## config.mk

```make
export PLATFORM = sky130hd
export DESIGN_NAME = pipeline_ctrl
export DESIGN_NICKNAME = d
export VERILOG_FILES = /design/src/rtl/pipe_defs_pkg.sv /design/src/rtl/sat_counter.sv /design/src/rtl/pipeline_ctrl.sv
export SDC_FILE = /design/constraint.sdc
export NUM_CORES = 1
export LEC_CHECK = 0
export BUFFER_PORTS_ARGS = -buffer_cell sky130_fd_sc_hd__clkbuf_2
export CAP_MARGIN = 25
export CORE_MARGIN = 3
export CORE_UTILIZATION = 48
export CTS_CLUSTER_SIZE = 10
export DETAILED_ROUTE_END_ITERATION = 12
export PLACE_DENSITY = 0.79
export SYNTH_ARGS = -nofsm -noshare
export SYNTH_HDL_FRONTEND = slang
export SYNTH_HIERARCHICAL = 1
export SYNTH_SLANG_ARGS = --single-unit
```

## constraint.sdc

```tcl
create_clock -name clk -period 3.52 [get_ports clk]
set_input_delay 0.704 -clock clk [delete_from_list [all_inputs] [get_ports clk]]
set_output_delay 0.704 -clock clk [all_outputs]
set_load 0.05 [all_outputs]
```

## src/rtl/pipe_defs_pkg.sv

```systemverilog
// rtl/pipe_defs_pkg.sv - shared stall encodings and FSM states for the pipeline sequencer
package pipe_defs;

  localparam int STALL_W      = 6;
  localparam int STALL_PC     = 0;
  localparam int STALL_IFID   = 1;
  localparam int STALL_IDEX   = 2;
  localparam int STALL_EXMEM  = 3;
  localparam int STALL_MEMWB  = 4;
  localparam int STALL_RSVD   = 5;

  localparam logic [STALL_W-1:0] STALL_NONE = 6'b000000;
  localparam logic [STALL_W-1:0] STALL_ID   = 6'b000111;
  localparam logic [STALL_W-1:0] STALL_EX   = 6'b001111;

  typedef logic [1:0] state_t;

  localparam state_t ST_RUN   = 2'd0;
  localparam state_t ST_MULTI = 2'd1;
  localparam state_t ST_DONE  = 2'd2;

endpackage

```

## src/rtl/sat_counter.sv

```systemverilog
// rtl/sat_counter.sv - up counter that holds at all-ones instead of wrapping
module sat_counter #(
  parameter int W = 32
) (
  input  logic         clk,
  input  logic         rst,
  input  logic         inc,
  output logic [W-1:0] count
);

  always_ff @(posedge clk) begin
    if (rst) begin
      count <= '0;
    end else if (inc && (count != {W{1'b1}})) begin
      count <= count + 1'b1;
    end
  end

endmodule

```

## src/rtl/pipeline_ctrl.sv

```systemverilog
// rtl/pipeline_ctrl.sv - stall/flush sequencer for the 5-stage core with multi-cycle EX countdown
module pipeline_ctrl
  import pipe_defs::*;
#(
  parameter int CYC_W = 6,
  parameter int PC_W  = 32,
  parameter int CNT_W = 32
) (
  input  logic               clk,
  input  logic               rst,
  input  logic               stallreq_id,
  input  logic               stallreq_ex,
  input  logic               ex_start,
  input  logic [CYC_W-1:0]   ex_cycles,
  input  logic               flush_req,
  input  logic [PC_W-1:0]    flush_pc,
  output logic [STALL_W-1:0] stall,
  output logic               flush,
  output logic [PC_W-1:0]    new_pc,
  output logic               ex_done,
  output logic               busy,
  output logic [CNT_W-1:0]   stall_count
);

  state_t           state, state_nxt;
  logic [CYC_W-1:0] cnt, cnt_nxt;

  always_comb begin
    stall     = STALL_NONE;
    flush     = 1'b0;
    new_pc    = '0;
    ex_done   = 1'b0;
    state_nxt = state;
    cnt_nxt   = cnt;
    if (rst) begin
      state_nxt = ST_RUN;
      cnt_nxt   = '0;
    end else if (flush_req) begin
      // flush wins over everything and abandons any in-flight long op
      flush     = 1'b1;
      new_pc    = flush_pc;
      state_nxt = ST_RUN;
      cnt_nxt   = '0;
    end else begin
      case (state)
        ST_MULTI: begin
          stall   = STALL_EX;
          cnt_nxt = cnt - 1'b1;
          if (cnt == CYC_W'(1)) state_nxt = ST_DONE;
        end
        ST_DONE: begin
          ex_done   = 1'b1;
          stall     = stallreq_id ? STALL_ID : STALL_NONE;
          state_nxt = ST_RUN;
          cnt_nxt   = '0;
        end
        ST_RUN: begin
          if (stallreq_ex) begin
            stall = STALL_EX;
          end else if (ex_start && (ex_cycles != '0)) begin
            // the start cycle itself is the first of the N stall cycles
            stall     = STALL_EX;
            cnt_nxt   = ex_cycles - 1'b1;
            state_nxt = (ex_cycles == CYC_W'(1)) ? ST_DONE : ST_MULTI;
          end else if (stallreq_id) begin
            stall = STALL_ID;
          end
        end
        default: begin
          state_nxt = ST_RUN;
          cnt_nxt   = '0;
        end
      endcase
    end
  end

  assign busy = !rst && (state != ST_RUN);

  always_ff @(posedge clk) begin
    if (rst) begin
      state <= ST_RUN;
      cnt   <= '0;
    end else begin
      state <= state_nxt;
      cnt   <= cnt_nxt;
    end
  end

  sat_counter #(.W(CNT_W)) u_stall_cnt (
    .clk   (clk),
    .rst   (rst),
    .inc   (stall[STALL_PC]),
    .count (stall_count)
  );

endmodule

```

==> Word level (Yosys, flattened, before mapping) <==
Cells that the tools add are included.
{ "word_totals": {"ff_bits": 40, "output_inout_bits": 73} }
{ "op_classes": {"add_sub_neg": 3, "eq_ne": 8, "n_mux": 21, "reduce_logical": 10} }
{ "op_table": {"columns": ["op", "n"], "rows": [
  ["32-bit 2-to-1 mux", 2],
  ["32-bit by 1-bit adder with 32-bit output (second input constant)", 1],
  ["32-bit != test (second input constant)", 1],
  ["4-bit 2-to-1 mux", 4],
  ["6-bit by 1-bit == test with 1-bit output (second input constant)", 2],
  ["6-bit 2-to-1 mux", 2],
  ["4-bit case mux with 3 select lines", 1],
  ["6-bit case mux with 2 select lines", 1],
  ["6-bit by 1-bit subtractor with 6-bit output (second input constant)", 2],
  ["2-bit 2-to-1 mux", 4],
  ["2-bit != test (second input constant)", 3],
  ["6-bit nonzero test", 1],
  ["1-bit 2-to-1 mux", 5],
  ["2-bit case mux with 2 select lines", 1],
  ["1-bit logical AND", 3],
  ["3-bit 2-to-1 mux", 1],
  ["3-bit AND reduction", 1],
  ["2-bit by 1-bit == test with 1-bit output (second input constant)", 1],
  ["2-bit == test (second input constant)", 1],
  ["2-bit logical NOT", 1],
  ["2-bit AND reduction", 1],
  ["2-bit nonzero test", 1],
  ["2-bit OR reduction", 1],
  ["1-bit logical NOT", 1]
]} }

==> Depth between registers and ports, before layout <==
Gate-level depths: netlist (run 1).
{ "depth": {"ltp_word": 8, "depth_mapped": 10} }

==> Cells and area by module <==
Netlist (run 1), hierarchy kept.
{ "by_module_without_submodules": {"columns": ["mod", "instances", "cells_per_inst", "area_each_um2", "seq_area_each_um2"], "rows": [
  ["sat_counter", 1, 199, 1674.1, 640.6],
  ["pipeline_ctrl", 1, 120, 932.1, 160.2]
]} }

==> Worst setup path after synthesis (run 1) <==
No wires, ideal clock.
{ "synth_timing": {"path_type": "input -> register", "start": "in ex_cycles[0]", "end": "reg u_stall_cnt.count[31]", "setup_time_ns": 0.121, "t_arrival_ns": 3.994, "slack_ns": -0.595, "path_stages": 10, "path_cell_list": "inv_1 -> ha_1 -> a21boi_1 -> o31ai_1 -> a21oi_1 -> nand4_1 -> nor4_2 -> nand4_1 -> nor4_1 -> mux2_2"} }
{ "synth_via": {"elab_chain_len": 8} }
{ "synth_rtl": {"columns": ["item", "line_no", "rtl"], "rows": [
  ["start: declaration", "pipeline_ctrl.sv:14", "input logic [CYC_W-1:0] ex_cycles,"],
  ["6-bit nonzero test", "pipeline_ctrl.sv:60", "end else if (ex_start && (ex_cycles != '0)) begin"],
  ["1-bit logical AND", "pipeline_ctrl.sv:60", null],
  ["4-bit 2-to-1 mux", "pipeline_ctrl.sv:60", null],
  ["4-bit 2-to-1 mux", "pipeline_ctrl.sv:58", "if (stallreq_ex) begin"],
  ["4-bit case mux with 3 select lines", "pipeline_ctrl.sv:45", "case (state)"],
  ["4-bit 2-to-1 mux", "pipeline_ctrl.sv:38", "end else if (flush_req) begin"],
  ["4-bit 2-to-1 mux", "pipeline_ctrl.sv:35", "if (rst) begin"],
  ["net stall[0]", "pipeline_ctrl.sv:17", "output logic [STALL_W-1:0] stall,"],
  ["1-bit logical AND", "sat_counter.sv:14", "end else if (inc && (count != {W{1'b1}})) begin"],
  ["end signal: assignment", "sat_counter.sv:15", "count <= count + 1'b1;"],
  ["end: declaration", "sat_counter.sv:8", "output logic [W-1:0] count"]
]} }
The timed path passes the listed nets, and every way through them passes these cells.
A chain may end at the register's enable or synchronous reset.

==> Worst setup path in the final report (run 1) <==
{ "layout_timing": {"start": "in ex_cycles[0]", "end": "reg u_stall_cnt.count[31]"} }
{ "layout_via": {"elab_chain_len": 8} }
{ "layout_rtl": {"columns": ["item", "line_no"], "rows": [
  ["6-bit nonzero test", "pipeline_ctrl.sv:60"],
  ["1-bit logical AND", "pipeline_ctrl.sv:60"],
  ["4-bit 2-to-1 mux", "pipeline_ctrl.sv:60"],
  ["4-bit 2-to-1 mux", "pipeline_ctrl.sv:58"],
  ["4-bit case mux with 3 select lines", "pipeline_ctrl.sv:45"],
  ["4-bit 2-to-1 mux", "pipeline_ctrl.sv:38"],
  ["4-bit 2-to-1 mux", "pipeline_ctrl.sv:35"],
  ["1-bit logical AND", "sat_counter.sv:14"]
]} }
No other way between the ends.

==> results of run 1 <==
-- sequential cells by signal (all words and copies together) (netlist names) --
register           cells
u_stall_cnt/count     32
state                  2
cnt                    6
-- area by class of cell --
type	count	area, um2	share of cell area [%]
flip-flops and latches	40	801	23.9
inverters	7	26.3	0.784
clock buffers	6	72.6	2.16
clock inverters	2	35.0	1.05
multi-input cells	253	1710	50.9
well taps	70	87.6	2.61
repair buffers	121	623	18.6
-- final timing paths --
check	slack, ns	to	start
setup reg to reg	0.88	u_stall_cnt/count[31]	state[0]
hold reg to reg	0.50	u_stall_cnt/count[15]	u_stall_cnt/count[15]
setup / recovery	0.50	u_stall_cnt/count[31]	ex_cycles[0]
hold / removal	0.50	u_stall_cnt/count[15]	u_stall_cnt/count[15]
-- layout by cell type, fill, tap and decap left out, drive strengths merged, types with 4 or more instances in the layout --
master,n
o21ai,8
nor2,21
nor3b,5
or3,12
nand4,12
inv,7
a21oi,27
nand3,16
buf,7
nor4,8
nor3,5
nand2b,5
or4,13
a211oi,4
dfxtp,40
clkbuf,120
and3,4
xnor2,10
o31ai,14
and2,33
and4,4
ha,5
nand2,11
nor2b,4
-- synth_stat cells, drive strengths merged, types with 3 or more instances --
cell,count
nand2,11
mux2,3
nor3b,5
and3,4
or3,12
nand3,16
xnor2,10
or2,3
and4,4
nor4,8
nor2,21
ha,5
buf,7
nand2b,5
and2,33
nand4,12
or4,13
o31ai,14
nor3,5
clkbuf,13
xor2,3
dfxtp,40
a211oi,4
inv,7
a21oi,27
o21ai,8
nor2b,4
-- power by group through the flow --
stage | logic (mW) | registers (mW) | clock network [mW]
floorplan | 0.140 | 0.477 | 0
global placement | 0.197 | 0.474 | 0
detailed placement | 0.201 | 0.474 | 0
CTS | 0.202 | 0.464 | 0.387
global route | 0.216 | 0.465 | 0.404
finish | 0.202 | 0.464 | 0.376
-- layer usage --
| metal | vias up | track usage [%] | routed length, um | part of all wire, % |
|---|---|---|---|---|
| met1 | 1305 | 33.7 | 3430 | 45 |
| met2 | 73 | 37.7 | 3730 | 49 |
| met4 | 0 | 6.87 | 63 | 0.83 |
| met5 | - | 0 | 0 | 0 |
| li1 | 1395 | - | - | - |
| met3 | 5 | 3.72 | 379 | 5.0 |
-- critical path: stages --
cell and delay (ns):
clkbuf_2 0.12, inv_1 0.07, ha_1 0.30, a21boi_1 0.21, o31ai_1 0.13, a21oi_4 0.16, nand4_1 0.19, nor4_2 0.53
nand4_1 0.16, nor4_1 0.29, mux2_2 0.37
-- cells by family (layout without fill, tap and decap cells) --
logic type / count (synthesis) / count (layout) / share of synthesized area (%)
flops: 40 / 40 / 30.7
other cells: 1 / 2 / 0.144
xor+xnor: 13 / 13 / 4.37
buf+inv: 27 / 136 / 4.61
fa+ha+maj: 5 / 5 / 2.40
compound gates: 71 / 71 / 18.8
simple gates: 157 / 157 / 36.8
mux: 5 / 5 / 2.21
-- stage by stage --
step,power (mW),hold WS [ns],setup slack (ns)
finish,1.04,0.501,0.495
global route,1.08,0.519,0.298
CTS,1.05,0.502,0.521
detailed placement,0.675,0.490,0.194
global placement,0.672,0.486,0.320
floorplan,0.617,0.494,0.121
==> results.ini, run 1 <==
[clock_tree]
clk_pin_slew_ns = 0.08
cts_hold_buffers = 0
tritoncts = done
cts_root_buffer = clkbuf_8
postCtsResizedCells = 0
worstSkewPairLatency_ns = 0.30
htreeDepth = 2
post_cts_buffers = 0
cts_buffers = 5
clkSinkCount = 40
cts_max_path_buffers = 2

[detailed_routing]
via_count = 2778
drtIter0Drc = 225
drt-total-wl_mm = 7.60
firstDrtPassIters = 4
routedWlPerCell_um = 15.2
viasPerCell = 5.57
ant_nets = 0
drc = 0

[finish]
antennaDiodeCount = 0
nFillCells = 470
instances_no_fill = 499
syn_to_final_growth_pct = 28.6
final_area_um2 = 3350
layout.nets = 477
fin_util_pct = 64.8
drive_gt1_share_pct = 34.7

[sta]
fmax_mhz = 331
hold_violations = 0
rsz0062_at_grt = false
maxSlewHeadroom_pct = 58.6
tns_ns = 0
setup_viol = 0
tightest_slew_ns = 0.616
period_share_pct = 85.9
slew_viol_final = 0
clock-skew-final_ns = 0.00273
fin_crit_ns = 3.02

[critical_path]
worstSetupStartpointType = input pin
cp_max_fo = 7
reg2reg_depth = 7
path_class = input pin to register
crit_arrival_ns = 3.22
crit_required_ns = 3.71
cp-end-kind = register

[yosys]
synthCells = 319
avgSynthCellArea_um2 = 8.17
synthArstFlopShare_pct = 0
synth_top_area_cell = dfxtp_1
yosysWarnings = 6
ys.flop_type = dfxtp_1
synth.distinct_cells = 57
synthTopCellsByArea = dfxtp_1, and2_1, a21oi_1
ys_seq_elements = 40
synth_edf_count = 0
yosysTopAreaCellShare_pct = 30.7
ys_seq_area_share_pct = 30.7
syn-cell-area_um2 = 2610

[floorplanning]
die_x_um = 79.7
coreArea_um2 = 5170
rows = 26
dieArea_um2 = 6350
die_y_um = 79.7
start_util_pct = 50.4
ioPinCount = 117

[pwr]
p_switching_uw = 311
seqPwrFrac_pct = 44.5
leakagePower_nw = 1.36
clockPowerShare_pct = 36.1
p_comb_share_pct = 19.4
p_int_uw = 731
powerDensity_nw_per_um2 = 311
peakVddDrop_mv = 0.221
switching_share_pct = 29.9

[run_status]
status = completed

[min_path]
hold_depth = 2
hold_path.class = register to register

[global_routing]
grt_remaining_overflow = 0
grt_pass1_wl_mm = 12.3
grt_pass1_vias = 2537
antenna_found_initial = 0
grt_start_max_net_pins = 39
grt_use_total_pct = 24.0

[place]
dpl_cell_area_um2 = 3240
dpl.hpwl_mm = 5.82
io_buffers = 114
place_congestion = 0.852
place_inst = 491

[run]
maxCapViolations = 0

Note: power is estimated with default switching activity, not from simulation.
==> run 2: changes to the inputs <==
--- a/config.mk
+++ b/config.mk
@@ -6,9 +6,11 @@
 export NUM_CORES = 1
 export LEC_CHECK = 0
 export BUFFER_PORTS_ARGS = -buffer_cell sky130_fd_sc_hd__clkbuf_2
-export CAP_MARGIN = 25
+export CAP_MARGIN = 5
+export CORE_ASPECT_RATIO = 1.1
 export CORE_MARGIN = 3
 export CORE_UTILIZATION = 48
+export CTS_BUF_LIST = sky130_fd_sc_hd__clkbuf_16
 export CTS_CLUSTER_SIZE = 10
 export DETAILED_ROUTE_END_ITERATION = 12
 export PLACE_DENSITY = 0.79
==> results.ini, run 2 (synthesis results as in run 1) <==
[finish]
layout.nets = 477  ; unchanged
antennaDiodeCount = 0  ; unchanged
largest_reg_flops = 32  ; unchanged
layout_common_cells = clkbuf_2, dfxtp_1, and2_1
regArea_um2 = 801  ; unchanged
reg_top3 = u_stall_cnt/count: 32 flops, cnt: 6 flops, state: 2 flops
layout_commonest_cell = clkbuf_2
syn_to_final_growth_pct = 29.7
multiInputGateArea_um2 = 1710  ; unchanged
largest_register = u_stall_cnt/count
nFillCells = 460  ; -2.1%
drive_gt1_share_pct = 34.6  ; -0.15 points

[floorplanning]
ioPinCount = 117  ; unchanged
die_x_um = 76.3  ; -4.3%
die_y_um = 83.3  ; +4.5%
coreArea_um2 = 5130  ; -0.73%
rows = 27  ; +3.8%
start_util_pct = 50.8  ; +0.37 points
dieArea_um2 = 6350  ; about the same

[pwr]
peakVddDrop_mv = 0.262  ; +19%
leakagePower_nw = 1.37  ; +1.2%
powerDensity_nw_per_um2 = 320  ; +3.1%

[critical_path]
slowest_delay_ns = 0.42  ; -0.11 ns
cp_max_fo = 6  ; -1
worstSetupStartpointType = input pin
crit_arrival_ns = 2.32  ; -0.90 ns
cpMaxStageDelayCell = nor4_4
crit_chain = clkbuf_2 -> nor4_4 -> a21boi_1 -> o31ai_1 -> a21oi_4 -> buf_4 -> clkbuf_2
crit_required_ns = 2.82  ; -0.89 ns
path_class = input pin to output port
cpMostUsedCell = clkbuf_2
cp-end-kind = output port

[sta]
setup_viol = 0  ; unchanged
period_share_pct = 85.9  ; about the same
maxSlewHeadroom_pct = 60.3  ; +1.7 points
fmax_mhz = 331  ; about the same
rsz0062_at_grt = false
fin_crit_ns = 3.02  ; -0.00209 ns
tns_ns = 0  ; unchanged
slew_viol_final = 0  ; unchanged
holdWs_ns = 0.499  ; -0.00224 ns
tightest_slew_ns = 0.593  ; -0.0229 ns
clock-skew-final_ns = 0.00688  ; +0.00415 ns
hold_violations = 0  ; unchanged

[detailed_routing]
routedWlPerCell_um = 14.8  ; -3.0%
via_count = 2785  ; +0.25%
firstDrtPassIters = 4  ; unchanged
drc = 0  ; unchanged
ant_nets = 0  ; unchanged
drt-total-wl_mm = 7.39  ; -2.8%
viasPerCell = 5.57  ; about the same
drtIter0Drc = 164  ; -27%

[clock_tree]
clkSinkCount = 40  ; unchanged
post_cts_buffers = 0  ; unchanged
postCtsResizedCells = 0  ; unchanged
cts_root_buffer = clkbuf_16
cts_hold_buffers = 0  ; unchanged
clk_pin_slew_ns = 0.06  ; -0.02 ns
tritoncts = done
worstSkewPairLatency_ns = 0.28  ; -0.02 ns
cts_max_path_buffers = 2  ; unchanged
htreeDepth = 2  ; unchanged
cts_buffers = 5  ; unchanged

[place]
place_congestion = 0.887  ; +4.1%
dpl.hpwl_mm = 5.58  ; -4.1%
io_buffers = 114  ; unchanged

[global_routing]
grt_use_total_pct = 22.8  ; -1.2 points
grt_start_max_net_pins = 39  ; unchanged
grt_pass1_vias = 2674  ; +5.4%
grt_remaining_overflow = 0  ; unchanged
grt_pass1_wl_mm = 12.4  ; +0.84%
antenna_found_initial = 0  ; unchanged

[min_path]
hold_path.class = register to register

[run_status]
status = completed

[run]
maxCapViolations = 0  ; unchanged

-- run 2: final cells by class --
class | instances | share of cell area (%)
clock inverter | 2 | 0.259
multi-input combinational | 253 | 50.5
tap | 72 | 2.66
clock buffer | 5 | 3.70
sequential | 40 | 23.7
timing repair buffer | 121 | 18.4
inverter | 7 | 0.777
-- run 2: critical path, delay by kind of cell --
kind                   cells  cell delay (ns)
AO/OA/AOI/OAI              3             0.63
buffers and inverters      3             0.55
AND/OR/NAND/NOR            1             0.42
-- run 2: worst paths after layout --
check	startpoint	end	slack (ns)	depth (start not counted)
setup / recovery	ex_cycles[4]	stall[0]	0.50	7
hold / removal	u_stall_cnt/count[15]	u_stall_cnt/count[15]	0.50	2
setup reg to reg	state[0]	u_stall_cnt/count[31]	0.91	7
hold reg to reg	u_stall_cnt/count[15]	u_stall_cnt/count[15]	0.50	2
-- run 2: per-stage QoR --
stage	instance area, um2	power, mW	setup slack, ns	std cells	utilization [%]
after floorplan	2620	0.617	0.121	320	-
after global placement	3250	0.671	0.337	493	63.2
after detailed placement	3250	0.674	0.247	493	63.2
after CTS	3380	1.09	0.501	500	65.8
after global routing	3380	1.13	0.333	500	65.8
final	3380	1.08	0.497	500	65.8
-- run 2: power breakdown --
group | total, mW | switching, mW | internal [mW]
logic | 0.200 | 0.136 | 0.0639
registers | 0.465 | 0.00741 | 0.458
clock network | 0.418 | 0.164 | 0.254
total | 1.08 | 0.308 | 0.776
-- run 2: per-layer routing --
layer | share of wire (%) | track usage [%] | vias up | wire length, um
li1 | - | - | 1398 | -
met4 | 1.6 | 6.59 | 0 | 115
met5 | 0 | 0 | - | 0
met2 | 52 | 40.9 | 66 | 3810
met3 | 3.3 | 2.93 | 12 | 245
met1 | 44 | 28.1 | 1309 | 3220
==> run 3: changes to the inputs <==
--- a/config.mk
+++ b/config.mk
@@ -9,11 +9,12 @@
 export CAP_MARGIN = 5
 export CORE_ASPECT_RATIO = 1.1
 export CORE_MARGIN = 3
-export CORE_UTILIZATION = 48
+export CORE_UTILIZATION = 51
 export CTS_BUF_LIST = sky130_fd_sc_hd__clkbuf_16
 export CTS_CLUSTER_SIZE = 10
 export DETAILED_ROUTE_END_ITERATION = 12
-export PLACE_DENSITY = 0.79
+export PLACE_DENSITY = 0.84
+export REMOVE_ABC_BUFFERS = 1
 export SYNTH_ARGS = -nofsm -noshare
 export SYNTH_HDL_FRONTEND = slang
 export SYNTH_HIERARCHICAL = 1
==> constraint.sdc (replaced) <==
create_clock -name clk -period 3.6 [get_ports clk]
set_input_delay 0.72 -clock clk [delete_from_list [all_inputs] [get_ports clk]]
set_output_delay 0.72 -clock clk [all_outputs]
set_load 0.05 [all_outputs]
==> results.ini, run 3 (synthesis results as in run 1) <==
[clock_tree]
clkSinkCount = 40  ; unchanged
tritoncts = done
worstSkewPairLatency_ns = 0.28  ; about the same
htreeDepth = 2  ; unchanged
postCtsResizedCells = 0  ; unchanged
cts_max_path_buffers = 2  ; unchanged
cts_root_buffer = clkbuf_16
clk_pin_slew_ns = 0.06  ; about the same
cts_hold_buffers = 0  ; unchanged
cts_buffers = 5  ; unchanged
post_cts_buffers = 0  ; unchanged

[critical_path]
cp_max_fo = 7  ; +1
cpMostUsedCell = nand4_1
crit_chain = clkbuf_2 -> inv_1 -> ha_1 -> a21boi_1 -> o31ai_1 -> a21oi_1 -> nand4_1 -> nor4_2 -> nand4_1 -> nor4_1 -> mux2_2
cp-end-kind = register
slowest_delay_ns = 0.57  ; +0.15 ns
worstSetupStartpointType = input pin
path_buf_inv = 2  ; -1
path_delay_family = simple AND/OR/NAND/NOR gates
path_class = input pin to register
cpMaxStageDelayCell = nor4_2
crit_required_ns = 3.77  ; +0.95 ns
crit_arrival_ns = 3.39  ; +1.07 ns

[sta]
tns_ns = 0  ; unchanged
setup_slack_ns = 0.381  ; -0.116 ns
fmax_mhz = 311
clock-skew-final_ns = 0.00348  ; -0.00341 ns
fin_crit_ns = 3.22
hold_violations = 0  ; unchanged
rsz0062_at_grt = false
slew_viol_final = 0  ; unchanged
holdWs_ns = 0.501  ; +0.00172 ns
tightest_slew_ns = 0.614  ; +0.0208 ns
period_share_pct = 89.4
setup_viol = 0  ; unchanged
maxSlewHeadroom_pct = 58.7  ; -1.6 points

[detailed_routing]
firstDrtPassIters = 5  ; +1
drc = 0  ; unchanged
ant_nets = 0  ; unchanged
routedWlPerCell_um = 15.7  ; +6.5%
drt-total-wl_mm = 7.61  ; +3.1%
drtIter0Drc = 251  ; +53%
viasPerCell = 5.87  ; +5.4%
via_count = 2842  ; +2.0%

[min_path]
hold_path.class = register to register

[global_routing]
grt_pass1_wl_mm = 12.3  ; -0.78%
grtUsageMet2_pct = 48.7  ; +7.7 points
grt_pass1_vias = 2692  ; +0.67%
grt_start_max_net_pins = 39  ; unchanged
grt_remaining_overflow = 0  ; unchanged
globalRouteMet3Util_pct = 4.21  ; +1.3 points
antenna_found_initial = 0  ; unchanged
grt_use_total_pct = 25.9  ; +3.1 points
grt-busiest-layer = met2
met1_usage_pct = 29.4  ; +1.3 points

[finish]
layout.nets = 477  ; unchanged
final_area_um2 = 3400  ; +0.59%
largest_reg_flops = 32  ; unchanged
syn_to_final_growth_pct = 30.5
nFillCells = 364  ; -21%
reg_top3 = u_stall_cnt/count: 32 flops, cnt: 6 flops, state: 2 flops
layout_common_cells = clkbuf_2, dfxtp_1, and2_1
drive_gt1_share_pct = 34.6  ; unchanged
regArea_um2 = 801  ; unchanged
multiInputGateArea_um2 = 1700  ; -0.66%
antennaDiodeCount = 0  ; unchanged
layout_commonest_cell = clkbuf_2
largest_register = u_stall_cnt/count

[place]
place_congestion = 0.883  ; -0.47%
place_worst_setup_slack_ns = 0.237  ; -0.00990 ns
dpl.hpwl_mm = 5.75  ; +3.1%
io_buffers = 114  ; unchanged
dpl_cell_area_um2 = 3220  ; -0.96%

[floorplanning]
ioPinCount = 117  ; unchanged
dieArea_um2 = 6010  ; -5.4%
start_util_pct = 54.5  ; +3.7 points
rows = 26  ; -3.7%
coreArea_um2 = 4780  ; -6.9%
die_x_um = 74.2  ; -2.7%
die_y_um = 81.0  ; -2.8%

[pwr]
leakagePower_nw = 1.39  ; +1.3%
power_mw = 1.22  ; +12%
peakVddDrop_mv = 0.203  ; -23%
powerDensity_nw_per_um2 = 357  ; +12%

[run]
maxCapViolations = 0  ; unchanged

[run_status]
status = completed

-- run 3: tightest hold or removal path, cell delays in order (launching register included) --
cell and delay (ns):
dfxtp_1 0.33, o31ai_1 0.07, a21oi_1 0.05
-- run 3: path summary, 6_finish.rpt --
kind / startpoint / to / slack (ns) / cells after the start
setup / recovery: ex_cycles[0] / u_stall_cnt/count[31] / 0.38 / 11
hold / removal: u_stall_cnt/count[23] / u_stall_cnt/count[23] / 0.50 / 2
setup reg to reg: state[0] / u_stall_cnt/count[31] / 0.88 / 7
hold reg to reg: u_stall_cnt/count[23] / u_stall_cnt/count[23] / 0.50 / 2
-- run 3: final cells by class --
cell class              count  share of cell area [%]
multi-input cells         253                    49.9
flip-flops and latches     40                    23.5
repair buffers            121                    18.3
clock buffers               5                    3.68
well taps                  56                    2.06
clock inverters             2                    1.77
inverters                   7                   0.773
-- run 3: per-stage QoR --
stage	utilization [%]	std cells
detailed placement	67.2	477
CTS	71.1	484
floorplan	-	300
global placement	67.2	477
finish	71.1	484
global route	71.1	484
-- run 3: metal layers --
metal	wire length [um]	share of wire [%]
met5	0	0
met2	4010	53
met3	544	7.1
met4	109	1.4
met1	2950	39
-- run 3: power by group --
part / internal [mW] / switching [mW] / total, mW / leakage (nW)
Clock: 0.393 / 0.175 / 0.568 / 0.0899
Sequential: 0.447 / 0.00691 / 0.454 / 0.323
Combinational: 0.0617 / 0.132 / 0.193 / 0.980
Total: 0.902 / 0.313 / 1.22 / 1.39
